### config.mk
export PLATFORM = sky130hd
export DESIGN_NAME = muldiv_seq
export DESIGN_NICKNAME = d
export VERILOG_FILES = /design/src/rtl/muldiv_seq.sv
export SDC_FILE = /design/constraint.sdc
export NUM_CORES = 1
export LEC_CHECK = 0
export ABC_AREA = 1
export CELL_PAD_IN_SITES_DETAIL_PLACEMENT = 0
export CELL_PAD_IN_SITES_GLOBAL_PLACEMENT = 1
export CORE_UTILIZATION = 45
export DETAILED_ROUTE_END_ITERATION = 8
export PLACE_DENSITY_LB_ADDON = 0.1
export SYNTH_ARGS = -nofsm -noshare
export SYNTH_HDL_FRONTEND = slang
export SYNTH_SLANG_ARGS = --single-unit
export TNS_END_PERCENT = 1
### constraint.sdc
create_clock -name clk -period 6.45 [get_ports clk]
set_clock_uncertainty 0.1 [all_clocks]
set_input_delay 0.9675 -clock clk [delete_from_list [all_inputs] [get_ports clk]]
set_output_delay 0.9675 -clock clk [all_outputs]
set_load 0.02 [all_outputs]
### src/rtl/muldiv_seq.sv
// muldiv_seq -- iterative RV32M multiply/divide unit that sits beside the
// single-cycle ALU in EX. It takes one M-extension op at a time and produces
// one result bit per cycle, then applies the sign fix-up.
//
// Ports
//   clk, rst              clock; synchronous active-high reset
//   in_valid / in_ready   request handshake; in_op = funct3
//                         (0 MUL, 1 MULH, 2 MULHSU, 3 MULHU,
//                          4 DIV, 5 DIVU, 6 REM, 7 REMU)
//   in_a, in_b            rs1 / rs2 operands, sampled only on the accepting edge
//   flush                 abort the op in flight; blocks acceptance while idle
//   out_valid / out_ready result handshake; out_result holds the result
//
// Handshake: a transfer happens on a rising edge where valid and ready are
// both high. in_ready is high only in IDLE. out_valid is high only in DONE,
// and out_result stays constant until the transfer edge.
//
// Optional build macro
//   MULDIV_EARLY_OUT_EN  divide-by-zero and signed divide overflow are
//                        recognised at acceptance and answered from DONE
//                        one edge later, skipping the iterative loop.
//
// The FSM state is held in the internal signal 'state' (IDLE/CALC/FIX/DONE).
module muldiv_seq #(
  parameter int XLEN = 32
) (
  input  logic            clk,
  input  logic            rst,
  input  logic            in_valid,
  output logic            in_ready,
  input  logic [2:0]      in_op,
  input  logic [XLEN-1:0] in_a,
  input  logic [XLEN-1:0] in_b,
  input  logic            flush,
  output logic            out_valid,
  input  logic            out_ready,
  output logic [XLEN-1:0] out_result
);

  localparam int CW = $clog2(XLEN);

  typedef enum logic [1:0] {IDLE, CALC, FIX, DONE} state_t;

  state_t state, state_next;

  logic [CW-1:0]     count;
  logic [2:0]        op_q;
  logic              neg_q;      // product / quotient must be negated
  logic              rem_neg_q;  // remainder takes the dividend's sign
  logic              bzero_q;    // divisor was zero
  logic [XLEN-1:0]   opd;        // multiplicand (mul) or divisor (div), magnitude
  logic [2*XLEN-1:0] acc;        // mul: {hi, multiplier/lo}; div: low half = dividend -> quotient
  logic [XLEN-1:0]   rem;        // partial remainder

  // ---------------- acceptance decode ----------------
  logic            a_signed, b_signed, a_neg, b_neg, accept, early_out;
  logic [XLEN-1:0] a_abs, b_abs;

  assign a_signed = (in_op == 3'd1) || (in_op == 3'd2) || (in_op == 3'd4) || (in_op == 3'd6);
  assign b_signed = (in_op == 3'd1) || (in_op == 3'd4) || (in_op == 3'd6);
  assign a_neg    = a_signed & in_a[XLEN-1];
  assign b_neg    = b_signed & in_b[XLEN-1];
  assign a_abs    = a_neg ? -in_a : in_a;
  assign b_abs    = b_neg ? -in_b : in_b;
  assign accept   = (state == IDLE) && in_valid && !flush;

`ifdef MULDIV_EARLY_OUT_EN
  logic [XLEN-1:0] special_result;
  logic            ovf;
  // Signed overflow only exists for DIV/REM (funct3 bit0 clear).
  assign ovf       = !in_op[0] && (in_a == {1'b1, {(XLEN-1){1'b0}}}) && (&in_b);
  assign early_out = in_op[2] && ((in_b == '0) || ovf);
  // b == 0: quotient all ones, remainder = dividend.
  // overflow: quotient = dividend (most negative value), remainder = 0.
  assign special_result = (in_b == '0) ? (in_op[1] ? in_a : '1)
                                       : (in_op[1] ? '0 : in_a);
`else
  assign early_out = 1'b0;
`endif

  // ---------------- one iteration of each loop ----------------
  logic [XLEN:0]     mul_sum, div_shift, div_diff;
  logic [2*XLEN-1:0] acc_mul_next;

  // Shift-add: add the multiplicand into the high half when the current
  // multiplier bit (acc[0]) is set, then shift the whole accumulator right.
  assign mul_sum      = {1'b0, acc[2*XLEN-1:XLEN]} + (acc[0] ? {1'b0, opd} : '0);
  assign acc_mul_next = {mul_sum, acc[XLEN-1:1]};

  // Restoring divide: bring in the next dividend bit, trial-subtract the
  // divisor; a clear sign bit means the subtraction is kept.
  assign div_shift = {rem, acc[XLEN-1]};
  assign div_diff  = div_shift - {1'b0, opd};

  // ---------------- sign fix-up ----------------
  logic [2*XLEN-1:0] prod_fix;
  logic [XLEN-1:0]   mul_res, div_q, div_r, fix_result;

  assign prod_fix   = neg_q ? -acc : acc;
  assign mul_res    = (op_q == 3'd0) ? prod_fix[XLEN-1:0] : prod_fix[2*XLEN-1:XLEN];
  // The unsigned loop already yields all ones for x/0; only the sign flip
  // must be suppressed so a negative dividend does not turn it into +1.
  assign div_q      = bzero_q ? '1 : (neg_q ? -acc[XLEN-1:0] : acc[XLEN-1:0]);
  assign div_r      = rem_neg_q ? -rem : rem;
  assign fix_result = op_q[2] ? (op_q[1] ? div_r : div_q) : mul_res;

  // ---------------- FSM ----------------
  always_ff @(posedge clk) begin
    if (rst) state <= IDLE;
    else     state <= state_next;
  end

  always_comb begin
    state_next = state;
    case (state)
      IDLE: if (accept) state_next = early_out ? DONE : CALC;
      CALC: if (count == '0) state_next = FIX;
      FIX:  state_next = DONE;
      DONE: if (out_ready) state_next = IDLE;
      default: state_next = IDLE;
    endcase
    if (flush) state_next = IDLE;
  end

  assign in_ready  = (state == IDLE);
  assign out_valid = (state == DONE);

  // ---------------- datapath ----------------
  always_ff @(posedge clk) begin
    if (rst) begin
      count      <= '0;
      op_q       <= '0;
      neg_q      <= 1'b0;
      rem_neg_q  <= 1'b0;
      bzero_q    <= 1'b0;
      opd        <= '0;
      acc        <= '0;
      rem        <= '0;
      out_result <= '0;
    end else begin
      case (state)
        IDLE: begin
          if (accept) begin
            count     <= CW'(XLEN - 1);
            op_q      <= in_op;
            neg_q     <= a_neg ^ b_neg;
            rem_neg_q <= a_neg;
            bzero_q   <= (in_b == '0);
            rem       <= '0;
            if (in_op[2]) begin
              opd <= b_abs;
              acc <= {{XLEN{1'b0}}, a_abs};
            end else begin
              opd <= a_abs;
              acc <= {{XLEN{1'b0}}, b_abs};
            end
`ifdef MULDIV_EARLY_OUT_EN
            if (early_out) out_result <= special_result;
`endif
          end
        end
        CALC: begin
          count <= count - 1'b1;
          if (op_q[2]) begin
            acc <= {acc[2*XLEN-1:XLEN], acc[XLEN-2:0], ~div_diff[XLEN]};
            rem <= div_diff[XLEN] ? div_shift[XLEN-1:0] : div_diff[XLEN-1:0];
          end else begin
            acc <= acc_mul_next;
          end
        end
        FIX:  out_result <= fix_result;
        default: ;
      endcase
    end
  end

endmodule

==> impl_metrics.sql <==
INSERT INTO impl_metrics (metric_group, metric, value, unit) VALUES
('global_route', 'groute.usage.overall', '37.5', '%'),
('placed_design', 'post_dp_cell_area', '19300', 'um2'),
('floorplan', 'design.die.area', '40600', 'um2'),
('detailed_routing', 'route.detailed.wl_per_inst', '20.3', 'um'),
('critical_path', 'cp_data_arrival_time', '4.34', 'ns'),
('global_route', 'grt_max_degree', '79', ''),
('clock_tree', 'cts_made_buffers', '17', ''),
('critical_path', 'critical_path_peak_fanout', '28', ''),
('floorplan', 'design.portCount', '106', ''),
('clock_tree', 'cts.htree.levels', '4', ''),
('finish', 'insertedDiodeCount', '0', ''),
('timing', 'max-slew-margin-rel', '26.6', '%'),
('run_status', 'run_status', 'completed', ''),
('yosys', 'avg_synthesized_cell_area', '5.54', 'um2'),
('yosys', 'ys_seq_area_share', '19.3', '%'),
('finish', 'finish.instance_area', '19900', 'um2'),
('yosys', 'asyncSetResetFlopFracSynth', '0', '%'),
('floorplan', 'die_width', '202', 'um'),
('detailed_routing', 'viasPerCell', '5.78', ''),
('yosys', 'number_of_enable_type_register_cells_in_the_synthesized_netlist', '0', ''),
('finish', 'final_layout_size_suffix_gt1_share', '3.39', '%'),
('critical_path', 'cpMostUsedCell', 'sky130_fd_sc_hd__inv_1', ''),
('detailed_routing', 'total_wire_length_after_detailed_routing', '77200', 'um'),
('yosys', 'top_cells_by_area_in_the_synthesized_netlist', 'sky130_fd_sc_hd__nand2_1 20%, sky130_fd_sc_hd__dfxtp_1 19%, sky130_fd_sc_hd__nand3_1 9.4%, sky130_fd_sc_hd__inv_1 8.2%, sky130_fd_sc_hd__nor2_1 7.9%', ''),
('power', 'power.ir.vdd_worst', '0.222', 'mV'),
('timing', 'finalCritPeriodShare', '62.5', '%'),
('finish', 'final_cell_mix', '960 x sky130_fd_sc_hd__nand2_1, 393 x sky130_fd_sc_hd__inv_1, 375 x sky130_fd_sc_hd__nor2_1, 338 x sky130_fd_sc_hd__nand3_1, 263 x sky130_fd_sc_hd__a21oi_1', ''),
('placed_design', 'portBuffers', '105', ''),
('detailed_routing', 'detailedRoute.firstPassIterationCount', '6', ''),
('finish', 'syn_to_final_growth', '10.8', '%'),
('yosys', 'mappedNetlistArea', '17900', 'um2'),
('power', 'static_leak', '9.83', 'nW'),
('timing', 'tns', '0', 'ns'),
('timing', 'worstMarginPinSlew', '1.10', 'ns'),
('power', 'total_power', '3.68', 'mW'),
('detailed_routing', 'remaining_antenna_violation_count_after_routing', '0', ''),
('job', 'drv_cap', '0', ''),
('critical_path', 'critPathMaxStageDelay', '0.81', 'ns'),
('yosys', 'ys_dominant_reg_cell', 'sky130_fd_sc_hd__dfxtp_1', ''),
('timing', 'achievable-frequency', '248', 'MHz'),
('timing', 'hold_viol', '0', ''),
('critical_path', 'startpoint_types', 'input pin', ''),
('detailed_routing', 'vias', '21900', ''),
('yosys', 'yosys.area.top_type_share', '20.1', '%'),
('detailed_routing', 'drt_first_iter_violations', '2643', ''),
('floorplan', 'start_util', '46.0', '%'),
('critical_path', 'worstPathCellList', 'clkdlybuf4s50_1 > nand2_1 > nor2_4 > inv_2 > nor2_2 > inv_1 > a21oi_1 > o31ai_1 > inv_1', ''),
('yosys', 'post_synth_inst_count', '3233', ''),
('critical_path', 'start_to_end_type_of_the_worst_setup_path', 'input pin to flop', ''),
('clock_tree', 'clk_root_buffer_cell', 'sky130_fd_sc_hd__clkbuf_16', ''),
('critical_path', 'critPathCaptureType', 'flop', ''),
('critical_path', 'cp_data_required_time', '6.76', 'ns'),
('min_path', 'hold_path.class', 'flop to flop', ''),
('timing', 'hold_ws', '0.368', 'ns'),
('clock_tree', 'cts.clk_slew.worst_paths', '0.07', 'ns'),
('clock_tree', 'cts.repair.resized', '0', ''),
('global_route', 'globalRoute.totalOverflow', '0', ''),
('finish', 'most_common_cell_after_layout_fill_and_taps_aside', 'sky130_fd_sc_hd__nand2_1', ''),
('power', 'power.density_cell_area', '185', 'nW/um2'),
('finish', 'nNetsFinal', '3412', ''),
('floorplan', 'die_height', '202', 'um'),
('timing', 'final.min_clock_period', '4.03', 'ns'),
('timing', 'final_critical_path_setup_slack', '2.42', 'ns'),
('floorplan', 'placementRows', '72', ''),
('yosys', 'netlist-cell-type-count', '45', ''),
('placed_design', 'place_hpwl', '62300', 'um'),
('clock_tree', 'cts_tree', 'yes', ''),
('critical_path', 'timing.critical_path.slowest_stage_cell', 'sky130_fd_sc_hd__nor2_2', ''),
('timing', 'rsz_0062_raised_after_global_routing', 'false', ''),
('yosys', 'postSynthNetCount', '3381', ''),
('detailed_routing', 'remaining_drc_errors', '0', '');
[path summary, 6_finish.rpt]
check,from,to,slack [ns],depth (start not counted)
worst min register to register,out_result[3]$_SDFFE_PP0P_,out_result[3]$_SDFFE_PP0P_,0.37,2
worst max register to register,state[0]$_SDFFE_PP0P_,opd[17]$_SDFFE_PP0P_,2.55,10
worst max-delay path,in_valid,opd[17]$_SDFFE_PP0P_,2.42,9
worst min-delay path,out_result[3]$_SDFFE_PP0P_,out_result[3]$_SDFFE_PP0P_,0.37,2
[critical path: cells and delay by family]
family,cells,cell delay (ns)
simple gates,3,1.52
buf+inv,4,1.45
compound gates,2,0.38
[report_power, final]
part / total, mW / internal (mW) / switching (mW)
clock: 1.08 / 0.597 / 0.488
sequential: 1.22 / 1.12 / 0.0973
combinational: 1.37 / 0.422 / 0.953
[metrics by stage]
stage          instances  utilization [%]
2_1_floorplan       3233                -
3_3_place_gp        3763             49.4
3_5_place_dp        3763             49.4
4_1_cts             3794             50.9
5_1_grt             3794             50.9
6_report            3794             50.9
[cell families after synthesis]
logic type | Yosys count | synth area share [%]
compound gates | 573 | 17.8
xor+xnor | 73 | 3.57
fa+ha+maj | 76 | 5.39
buf+inv | 516 | 11.2
flops | 173 | 19.3
simple gates | 1822 | 42.7
[final cells by class]
type                       count  area [um2]
clock buffer                  21         460
clock inverter                10         128
fill                        4280       19100
inverter                     404        1520
multi-input combinational   2544       12500
sequential                   173        3460
tap                          518         648
timing repair buffer         124        1190
[registers in the layout, summed over array words and instances (netlist names)]
| name | cells |
|---|---|
| acc | 64 |
| rem | 32 |
| opd | 32 |
| count | 5 |
| state | 2 |
| bzero_q | 1 |
| op_q | 3 |
| neg_q | 1 |
| out_result | 32 |
| rem_neg_q | 1 |
[layer usage]
metal	routed length, um	global-route usage, %	vias to the layer above
met5	0	0	-
met4	3930	18.2	0
met3	6370	4.44	180
met2	33800	59.9	1065
met1	33100	50.0	10100
li1	-	-	10600
[cells in the mapped netlist (all sizes together), types with 19 or more instances]
cell type and instances:
a21oi 263, nor2 391, buf 43, nor3 29, o21ai 198, nand4 43, clkbuf 69, nand2 965
nand3 339, dfxtp 173, xor2 50, or2 19, o211ai 22, a221oi 33, inv 404, nand3b 28
ha 74, xnor2 23
Note: power is estimated with default switching activity, not from simulation.
